<file path="src/rtl/packet_queue_ctrl.sv">
// Circular packet buffer controller: fills the tail slot from the UART RX
// byte stream and hands completed slots to the transmit chain one at a time.
module packet_queue_ctrl #(
    parameter int SLOT_LEN  = 1000,
    parameter int SLOT_BITS = 10,
    parameter int NUM_SLOTS = 8,
    parameter int Q_BITS    = 3
) (
    input  logic                        clk,
    input  logic                        rst,
    input  logic                        flush,
    input  logic                        inclk,
    input  logic [7:0]                  in,
    output logic                        ram_we,
    output logic [Q_BITS+SLOT_BITS-1:0] ram_waddr,
    output logic [7:0]                  ram_win,
    output logic                        tx_start,
    output logic [Q_BITS+SLOT_BITS-1:0] tx_read_start,
    output logic [Q_BITS+SLOT_BITS:0]   tx_read_end,
    input  logic                        tx_done,
    output logic                        tx_active,
    output logic [Q_BITS-1:0]           occupancy,
    output logic                        overflow
);

    localparam int AW = Q_BITS + SLOT_BITS;

    localparam logic [1:0] S_IDLE   = 2'd0;
    localparam logic [1:0] S_START  = 2'd1;
    localparam logic [1:0] S_ACTIVE = 2'd2;

    localparam logic [SLOT_BITS-1:0] LAST_BYTE  = SLOT_BITS'(SLOT_LEN - 1);
    localparam logic [AW:0]          SLOT_LEN_W = (AW + 1)'(SLOT_LEN);
    localparam logic [Q_BITS-1:0]    Q_ONE      = Q_BITS'(1);

    logic [1:0]           state;
    logic [1:0]           state_nxt;
    logic [Q_BITS-1:0]    head;
    logic [Q_BITS-1:0]    head_nxt;
    logic [Q_BITS-1:0]    tail;
    logic [Q_BITS-1:0]    tail_nxt;
    logic [SLOT_BITS-1:0] byte_cnt;
    logic [SLOT_BITS-1:0] byte_cnt_nxt;
    logic                 overflow_nxt;

    logic byte_acc;
    logic pkt_done;
    logic q_full;
    logic retire;
    logic busy;

    assign busy     = (state == S_START) || (state == S_ACTIVE);
    assign byte_acc = inclk & ~flush;
    assign pkt_done = byte_acc && (byte_cnt == LAST_BYTE);
    assign q_full   = (tail + Q_ONE) == head;
    assign retire   = (state == S_ACTIVE) && tx_done;

    // A flush in IDLE must not launch a slot that is being discarded.
    always_comb begin
        state_nxt = state;
        case (state)
            S_IDLE: begin
                if ((head != tail) && !flush) begin
                    state_nxt = S_START;
                end
            end
            S_START: begin
                state_nxt = S_ACTIVE;
            end
            S_ACTIVE: begin
                if (tx_done) begin
                    state_nxt = S_IDLE;
                end
            end
            default: begin
                state_nxt = S_IDLE;
            end
        endcase
    end

    always_comb begin
        head_nxt = head;
        if (retire) begin
            head_nxt = head + Q_ONE;
        end
    end

    // The in-flight slot survives a flush; everything queued behind it goes.
    always_comb begin
        tail_nxt     = tail;
        byte_cnt_nxt = byte_cnt;
        overflow_nxt = 1'b0;
        if (flush) begin
            byte_cnt_nxt = '0;
            tail_nxt     = busy ? (head + Q_ONE) : head;
        end else if (inclk) begin
            if (pkt_done) begin
                byte_cnt_nxt = '0;
                if (q_full) begin
                    overflow_nxt = 1'b1;
                end else begin
                    tail_nxt = tail + Q_ONE;
                end
            end else begin
                byte_cnt_nxt = byte_cnt + 1'b1;
            end
        end
    end

    always_ff @(posedge clk or posedge rst) begin
        if (rst) begin
            state    <= S_IDLE;
            head     <= '0;
            tail     <= '0;
            byte_cnt <= '0;
            overflow <= 1'b0;
        end else begin
            state    <= state_nxt;
            head     <= head_nxt;
            tail     <= tail_nxt;
            byte_cnt <= byte_cnt_nxt;
            overflow <= overflow_nxt;
        end
    end

    assign ram_we    = inclk & ~rst;
    assign ram_waddr = {tail, byte_cnt};
    assign ram_win   = in;

    assign tx_start      = (state == S_START);
    assign tx_active     = busy;
    assign tx_read_start = {head, {SLOT_BITS{1'b0}}};
    assign tx_read_end   = {1'b0, tx_read_start} + SLOT_LEN_W;
    assign occupancy     = tail - head;

endmodule
</file>
<file path="config.mk">
export PLATFORM = sky130hd
export DESIGN_NAME = packet_queue_ctrl
export DESIGN_NICKNAME = d
export VERILOG_FILES = /design/src/rtl/packet_queue_ctrl.sv
export SDC_FILE = /design/constraint.sdc
export NUM_CORES = 1
export LEC_CHECK = 0
export ABC_AREA = 0
export CAP_MARGIN = 15
export CORE_MARGIN = 3
export CORE_UTILIZATION = 41
export DETAILED_ROUTE_END_ITERATION = 7
export GPL_TIMING_DRIVEN = 0
export MAX_ROUTING_LAYER = met4
export PLACE_DENSITY_LB_ADDON = 0.15
export SLEW_MARGIN = 5
export SYNTH_ARGS = -nofsm -noshare
export SYNTH_HDL_FRONTEND = slang
export SYNTH_SLANG_ARGS = --single-unit
</file>
<file path="constraint.sdc">
create_clock -name clk -period 2.08 [get_ports clk]
set_clock_uncertainty 0.2 [all_clocks]
set_input_delay 0.416 -clock clk [delete_from_list [all_inputs] [get_ports clk]]
set_output_delay 0.416 -clock clk [all_outputs]
set_load 0.02 [all_outputs]
</file>
# == Yosys cells after proc, flatten, opt, wreduce, memory -nomap -nowiden ==
# Index checks and enable logic that the tools add are counted.
# totals
regBits,19
input_bits,13
output_inout_bits,55
# op_classes
add_sub_neg,5
eq_ne,8
mux,15
bitwise,4
reduce_logical,10
# ops
op,count
$mux W10,3
$mux W3,5
$add A13 B10 Y14 const B,1
$add A10 B1 Y10 const B,1
$eq A10 B10 Y1 const B,1
$add A3 B1 Y3 const B,2
$ne A2 B2 Y1 const B,3
$pmux W2 S3,1
$mux W1,4
$mux W2,2
$reduce_bool A2 Y1,2
$eq A3 B3 Y1,1
$logic_and A1 B1 Y1,3
$ne A3 B3 Y1,1
$reduce_and A3 Y1,1
$sub A3 B3 Y3,1
$and A1 B1 Y1,2
$eq A2 B1 Y1 const B,1
$eq A2 B2 Y1 const B,1
$logic_not A2 Y1,1
$not A1 Y1,2
$reduce_and A2 Y1,1
$logic_not A1 Y1,1
$logic_or A1 B1 Y1,1

# == Depth between registers and ports, before layout ==
# Gate-level depths: netlist of run 1.
# depth
ltp_word,6
ltp_mapped,6

# == Worst setup path after synthesis of run 1 ==
# OpenSTA, ideal clock, no wires.
# synth_path
kind,flip-flop to output port
from,reg head[0]
to,out occupancy[2]
arrival_ps,1511
t_required_ps,1464
setup_slack_ps,-47
stages_incl_launch_ff,5
n_path_buf,0
cell_sequence,dfrtp_1 -> ha_1 -> inv_1 -> fa_1 -> xor2_1
# synth_between
elab_chain_cells,1
# synth_rtl
element,line_no,text
"start, declared",38,logic [Q_BITS-1:0] head;
"start signal, assigned",119,head <= head_nxt;
$sub A3 B3 Y3,134,assign occupancy = tail - head;
"end, declared",22,"output logic [Q_BITS-1:0] occupancy,"
# Every way passes these cells.

# == Final worst setup path of run 1 ==
# layout_path
from,reg tail[0]
to,out occupancy[2]
# layout_between
elab_chain_cells,1
# layout_rtl
element,line_no,text
"start, declared",40,logic [Q_BITS-1:0] tail;
"start signal, assigned",120,tail <= tail_nxt;
$sub A3 B3 Y3,134,
# Every way passes these cells.

==> results.txt, run 1 <==
yosys warns: 0
Layout Utilization: 0.6484
Pleak: 1.041 nW
Req. time, crit path: 1.46 ns
Synth Area per Inst: 9.471 um^2
PwrDens: 1189 mW/mm^2
pre-CTS setup slack: -0.4223 ns
ys async rst share: 1.000
H-tree depth: 1
CTS tree: done
crit-path cells: inv_1 > ha_1 > inv_1 > fa_2 > xor2_2 > buf_6
commonest non-fill, non-tap cell in the layout: buf_4
number of synthesized flops with an enable pin: 0
Final ANT Viol Nets: 0
largest net degree at the start of global routing: 20
most frequent cells in the layout: buf_4, clkdlybuf4s50_1, conb_1
CTS Sinks: 19
Setup TNS: -0.4177 ns
worst vdd ir: 0.4230 mV
total core area: 0.003178 mm^2
first-pass GRT wire length: 5271 um
ratio of cells with drive above 1 in the final layout: 0.2982
area grow syn2layout: 44.09%
RSZ-0062 raised after global routing: true
Num CTS Buffers: 3
Worst Tran Pin Value: 0.7330 ns
Mapped Area: 0.001430 mm^2
CTS Buffer Depth: 2
most frequent CP cell: inv_1
num ports: 68
Hold Crit Class: in -> async
antenna violations before repair: 0
final worst path period share: 1.087
failing checks: negative setup slack
crit-path max cell delay: 0.40 ns
clock slew at reported path FFs: 0.11 ns
Pins Over Slew Limit: 0
vias in the first global route: 1,200
Rows: 20
Remaining DRCs: 0
startpoint types: register
Die Ht: 65.06 um
die width: 65.06 um
CP Class: reg -> out
starting density of the core: 0.4500
HPWL after DPL: 2522 um
Seq/Total Area, Yosys: 0.3325
ANT cells: 0
slew margin rel.: 0.5108
Tmin final: 2.260 ns
Port Buffer Count: 38
setup ws final: -0.1801 ns
setup violators final: 5
final net count: 242
detailed-route wire length per cell: 12.74 um
crit end category: primary output
CP top delay family: adder cells
Max-Cap Viols: 0
worst skew pair latency: 0.30 ns
Synth cell types: 38
routed vias/inst: 4.660
status: finished, violations left
worst-path fanout max: 2
Global Route Usage Sum: 0.1567
routed wire length: 3339 um
placer congestion estimate: 0.8608
Top FF cell, synth: dfrtp_1
slowest stage cell, crit path: dfrtp_1
design area: 0.002061 mm^2
Placed Area: 0.001944 mm^2
Via Count: 1,221
total gr overflow: 0
Worst EP arrival: 1.64 ns
Yosys reg bits: 19
post-synthesis cell count: 151
final hold vios: 0
crit path buf inv count: 3
Iter 0 DRT Violations: 35
f_max: 442.4 MHz
Root Driver: clkbuf_4
Pre-Repair DR Iteration Count: 4
DIE AREA: 0.004233 mm^2
[routing by layer]
layer | track usage | part of all wire
met1 | 0.1887 | 0.41
met5 | - | 0
met2 | 0.2874 | 0.52
met4 | 0.03109 | 0.0099
met3 | 0.01213 | 0.067
[kinds of logic after synthesis]
group           after synthesis  synth area share
flops                        19            0.3325
xor+xnor                     13           0.09099
fa+ha+maj                    10           0.09274
buf+inv                      44            0.2012
compound gates               21            0.1015
other cells                   2          0.005251
mux                           3           0.02362
simple gates                 39            0.1522
[registers in the layout, summed over array words and instances, names as in the netlist]
signal	cells
tail	3
byte_cnt	10
head	3
state	2
overflow	1
[synth_stat cells (3+ instances only)]
library cell / instances / area (um^2)
buf_4: 32 / 240.2
nand3_1: 4 / 20.02
o21ai_0: 4 / 20.02
mux2_2: 3 / 33.78
xor2_1: 5 / 43.79
xnor2_1: 7 / 61.31
nand2_1: 8 / 30.03
nor3_1: 3 / 15.01
dfrtp_1: 19 / 475.5
a21oi_1: 4 / 20.02
nor2_1: 8 / 30.03
nor4_1: 3 / 18.77
inv_1: 9 / 33.78
ha_1: 9 / 112.6
[power by group]
group,switching (W),internal (W)
clock network,0.000113,0.0000716
logic,0.000864,0.000845
registers,0.000101,0.000456
[cell type report]
type	count	area, um^2
multi-input cells	107	778.2
fillers	287	1117
flip-flops and latches	19	479.2
clock buffers	3	22.52
well taps	44	55.05
inverters	9	33.78
plain buffers	35	259.0
repair buffers	44	427.9
clock inverters	1	5.005
[through the flow]
step	total power, W	std cells	hold slack [ns]
after CTS	0.002331	259	0.3668
after floorplan	0.001600	170	0.1671
after global routing	0.002619	262	0.3833
after detailed placement	0.002149	252	0.3439
final	0.002451	262	0.3557
after global placement	0.002081	252	0.3174
[final timing paths]
kind	startpoint	slack, ns	end	cells past startpoint
setup / recovery	tail[0]	-0.18	occupancy[2]	6
hold / removal	rst	0.36	byte_cnt[7]	2
setup reg to reg	tail[0]	-0.06	tail[2]	7
hold reg to reg	state[0]	0.36	state[0]	1
max in group asynchronous	rst	0.81	head[2]	2
min in group clk	state[0]	0.36	state[0]	1
[timing repair]
item	CTS	global route
hold buffers	0	0
pin swaps	1	1
setup endpoints to repair	10	11
gates resized for setup	28	13
setup buffers	3	3
(Power assumes the default switching activity.)
==> inputs of run 2 (changes only) <==
- ABC_CLOCK_PERIOD_IN_PS: default -> 2080
- CORE_UTILIZATION: 41 -> 44
- DONT_BUFFER_PORTS: default -> 1
==> run 2 against run 1 <==
Effect of this change: the run still ends with negative setup slack left; critical path depth decreased by 1; design area decreased by 19%; global-route usage decreased by 0.72 points; critical path type unchanged; largest cell class unchanged.
==> results.txt, run 2 (synthesis results as in run 1) <==
status: finished, violations left
failing checks: negative setup slack
Remaining DRCs: 0
detailed-route wire length per cell: 13.17 um
final hold vios: 0
clock slew at reported path FFs: 0.11 ns
ratio of cells with drive above 1 in the final layout: 0.3429
largest reg by FF count: byte_cnt
Regs by FF count: byte_cnt (10), head (3), tail (3)
CTS Sinks: 19
Pins Over Slew Limit: 0
CTS tree: done
combinational power share: 0.578
sw frac: 0.4870
routed wire length: 2885 um
Hold Crit Class: in -> reg
placer congestion estimate: 0.8252
Port Buffer Count: 0
Flop pwr share: 0.331
Die Ht: 63.01 um
area grow syn2layout: 17.32%
final total power: 0.002076 W
setup violators final: 2
Max-Cap Viols: 0
antenna violations before repair: 0
Via Count: 1,051
Rows: 20
worst-path fanout max: 5
RSZ-0062 raised after global routing: true
Hold Path Stages: 2
Pleak: 0.7905 nW
pre-CTS setup slack: -0.1041 ns
H-tree depth: 1
Setup Fix Bufs, Post-CTS: 0
Tmin final: 2.252 ns
commonest non-fill, non-tap cell in the layout: buf_4
design area: 0.001678 mm^2
Final ANT Viol Nets: 0
max reg flops: 10
CTS Buffer Depth: 2
final worst path period share: 1.083
Worst R2R Path Depth: 5
Iter 0 DRT Violations: 37
CP Class: reg -> out
first-pass GRT wire length: 4678 um
largest net degree at the start of global routing: 20
Req. time, crit path: 1.46 ns
Hold Slack: 0.08001 ns
vias in the first global route: 979
setup ws final: -0.1720 ns
worst skew pair latency: 0.29 ns
ANT cells: 0
Worst Tran Pin Value: 0.7374 ns
Placed Area: 0.001564 mm^2
routed vias/inst: 4.799
HPWL after DPL: 2210 um
Global Route Usage Sum: 0.1495
crit end category: primary output
starting density of the core: 0.4646
f_max: 444.1 MHz
die width: 63.01 um
Cell Int Power: 0.001065 W
total core area: 0.003078 mm^2
fill cell count: 289
slew margin rel.: 0.5079
final net count: 199
Worst EP arrival: 1.64 ns
num ports: 68
Pre-Repair DR Iteration Count: 4
Root Driver: clkbuf_4
Setup TNS: -0.3432 ns
DIE AREA: 0.003970 mm^2
Clk network pwr share: 0.092
Net Sw Power: 0.001011 W
Num CTS Buffers: 3
total gr overflow: 0
worst vdd ir: 0.8195 mV
startpoint types: register
most frequent cells in the layout: buf_4, conb_1, dfrtp_1
PwrDens: 1237 mW/mm^2
-- run 2: cell types whose count changed in the layout (fill, tap and decap cells not counted), moves of 3 or more --
| cell | delta |
|---|---|
| buf_4 | -7 |
| clkdlybuf4s50_1 | -25 |
| dfrtp_1 | -4 |
| dfrtp_2 | +4 |
| dlygate4sd2_1 | -3 |
| dlymetal6s2s_1 | -5 |
-- run 2: cell type report --
type / count / area [um^2] / share of cell area
buffer: 35 / 254.0 / 0.1514
clock buffer: 4 / 26.28 / 0.01566
inverter: 9 / 33.78 / 0.02013
multi-input combinational: 107 / 814.5 / 0.4855
sequential: 19 / 484.2 / 0.2886
tap: 44 / 55.05 / 0.03281
timing repair buffer: 1 / 10.01 / 0.005966
-- run 2: layer usage --
layer	global-route usage	share of wire	vias up
met5	-	0	-
met4	0.04132	0.0059	0
met3	0.03597	0.071	2
met2	0.2596	0.51	41
met1	0.1706	0.41	493
li1	-	-	515
-- run 2: critical path: stages, from the launching register on --
cell and delay (ns):
dfrtp_2 0.51, inv_2 0.10, ha_4 0.13, inv_2 0.03, fa_2 0.37, xor2_4 0.22
-- run 2: timing repair --
action | 4_1_cts | 5_1_grt
hold buffers | 1 | 0
gates cloned | 0 | 0
setup endpoints to repair | 8 | 7
pin swaps | 2 | 2
gates resized for setup | 14 | 4
hold endpoints to repair | 19 | 0
-- run 2: final timing paths --
kind                             startpoint            to  slack (ns)
worst max register to register  byte_cnt[0]       tail[0]        0.06
max in group asynchronous               rst       tail[1]        0.69
min in group asynchronous               rst   byte_cnt[0]        0.48
worst min register to register     state[0]      state[0]        0.36
worst min-delay path                tx_done       head[2]        0.08
worst max-delay path                tail[0]  occupancy[2]       -0.17
-- run 2: power groups by stage --
stage / clock network, W / registers, W / logic (W)
2_1_floorplan: 0 / 0.000633 / 0.000967
3_3_place_gp: 0 / 0.000666 / 0.00107
3_5_place_dp: 0 / 0.000675 / 0.00109
4_1_cts: 0.000198 / 0.000685 / 0.00118
5_1_grt: 0.000220 / 0.000704 / 0.00130
6_report: 0.000191 / 0.000686 / 0.00120
-- run 2: per-stage QoR --
stage                       util  std cells
after floorplan                -        170
after global placement    0.5081        214
after detailed placement  0.5081        214
after CTS                 0.5333        219
after global routing      0.5451        219
final                     0.5451        219
==> inputs of run 3 (changes only) <==
- REMOVE_ABC_BUFFERS: default -> 1
==> run 3 against run 2 <==
Effect of this change: the run still ends with negative setup slack left; fmax is 2.1% lower; critical endpoint is now occupancy[1]; critical path type unchanged; first-iteration DRC count is 32% higher; utilization is 5.7 points lower; worst hold slack worse by 0.020 ns; largest cell class unchanged; highest routed layer unchanged; combinational power hardly changed; sequential power is 8.5% higher; global-route usage is 0.25 points higher; count of clock-buffer cells in the layout is 1 lower.
==> results.txt, run 3 (synthesis results as in run 1) <==
commonest non-fill, non-tap cell in the layout: conb_1
most frequent cells in the layout: conb_1, dfrtp_1, nand2_1, nor2_1, dfrtp_2
PwrDens: 1418 mW/mm^2
Hold Slack: 0.05954 ns
starting density of the core: 0.4646
failing checks: negative setup slack
Remaining DRCs: 0
worst-path fanout max: 6
pre-CTS setup slack: -0.2738 ns
Critical Path Source: head[0]
total gr overflow: 0
worst vdd ir: 0.8096 mV
Tmin final: 2.299 ns
ratio of cells with drive above 1 in the final layout: 0.2708
Setup TNS: -0.4348 ns
f_max: 434.9 MHz
worst r2r src: head[2]
routed wire length: 2938 um
CTS Buffer Depth: 2
Pleak: 0.6303 nW
largest reg by FF count: byte_cnt
H-tree depth: 1
vias in the first global route: 940
DIE AREA: 0.003970 mm^2
fill cell count: 292
status: finished, violations left
CTS Sinks: 19
clock slew at reported path FFs: 0.12 ns
Port Buffer Count: 0
Via Count: 970
routed vias/inst: 5.160
Worst Tran Pin Value: 0.7324 ns
Iter 0 DRT Violations: 49
setup ws final: -0.2191 ns
HPWL after DPL: 2009 um
crit end category: primary output
slew margin rel.: 0.5112
Rows: 20
first-pass GRT wire length: 4685 um
antenna violations before repair: 0
final net count: 168
worst skew pair latency: 0.29 ns
register area: 489.2 um^2
ANT cells: 0
final worst path period share: 1.105
Worst EP arrival: 1.68 ns
hold path start: inclk
Global Route Usage Sum: 0.1519
Hold Path Stages: 2
Die Ht: 63.01 um
startpoint types: register
Worst R2R Path Depth: 4
reg2reg end: tail[1]
CTS tree: done
area grow syn2layout: 4.987%
r2r setup slk: 0.03 ns
Pre-Repair DR Iteration Count: 4
final hold vios: 0
Max-Cap Viols: 0
max reg flops: 10
Hold Crit Class: in -> reg
Final ANT Viol Nets: 0
RSZ-0062 raised after global routing: true
Regs by FF count: byte_cnt (10), head (3), tail (3)
Num CTS Buffers: 3
placer congestion estimate: 0.7979
largest net degree at the start of global routing: 20
hold path endpoint: byte_cnt[0]
setup violators final: 2
die width: 63.01 um
Layout Utilization: 0.4878
num ports: 68
Root Driver: clkbuf_4
Pins Over Slew Limit: 0
total core area: 0.003078 mm^2
area of the multi-input gates: 853.3 um^2
detailed-route wire length per cell: 15.63 um
CP Class: reg -> out
Req. time, crit path: 1.46 ns
## run 3: cell count changes in the layout (fill, tap and decap cells not counted), sizes merged
cell and change:
buf -31, clkbuf -2, clkinv +1, dlygate4sd3 +1
## run 3: per-stage QoR
| stage | std cells | cell area, um^2 | total power (W) |
|---|---|---|---|
| detailed placement | 179 | 1303 | 0.001646 |
| global placement | 179 | 1303 | 0.001604 |
| global route | 188 | 1501 | 0.002291 |
| CTS | 185 | 1423 | 0.002042 |
| finish | 188 | 1501 | 0.002130 |
| floorplan | 135 | 1247 | 0.001478 |
## run 3: worst max-delay path: stages, from the launching register on
cell and delay [ns]:
dfrtp_2 0.58, ha_4 0.18, inv_2 0.03, fa_2 0.59
## run 3: area by class of cell
cell class / instances / share of cell area
multi-input combinational: 107 / 0.5683
sequential: 19 / 0.3258
tap: 44 / 0.03667
timing repair buffer: 5 / 0.02833
inverter: 9 / 0.02250
clock buffer: 3 / 0.01500
clock inverter: 1 / 0.003333
## run 3: how the worst max path moves through the flow
stage | to | slack [ns] | cells after the start
6_report | occupancy[1] | -0.22 | 3
2_1_floorplan | occupancy[2] | -0.18 | 4
3_3_place_gp | occupancy[2] | -0.24 | 4
5_1_grt | occupancy[2] | -0.29 | 4
4_1_cts | occupancy[2] | -0.23 | 4
3_5_place_dp | occupancy[2] | -0.27 | 4
## run 3: repair_timing
action	CTS	global route
resized for setup	20	12
hold buffers	2	0
setup endpoints to repair	9	8
setup buffers	0	3
hold endpoints to repair	20	0
pin swaps	2	5
## run 3: routing by layer
| metal | share of wire | GRT usage | wire (um) |
|---|---|---|---|
| met1 | 0.42 | 0.1755 | 1229 |
| met2 | 0.50 | 0.2530 | 1481 |
| met3 | 0.071 | 0.05396 | 208 |
| met4 | 0.0065 | 0.03306 | 19 |
| met5 | 0 | - | 0 |
## run 3: report_power, final
| part | switching, W | internal, W | leakage (nW) | total, W |
|---|---|---|---|---|
| sequential | 0.000279 | 0.000466 | 0.237 | 0.000744 |
| clock | 0.000122 | 0.0000715 | 0.0177 | 0.000193 |
| combinational | 0.000645 | 0.000546 | 0.375 | 0.00119 |
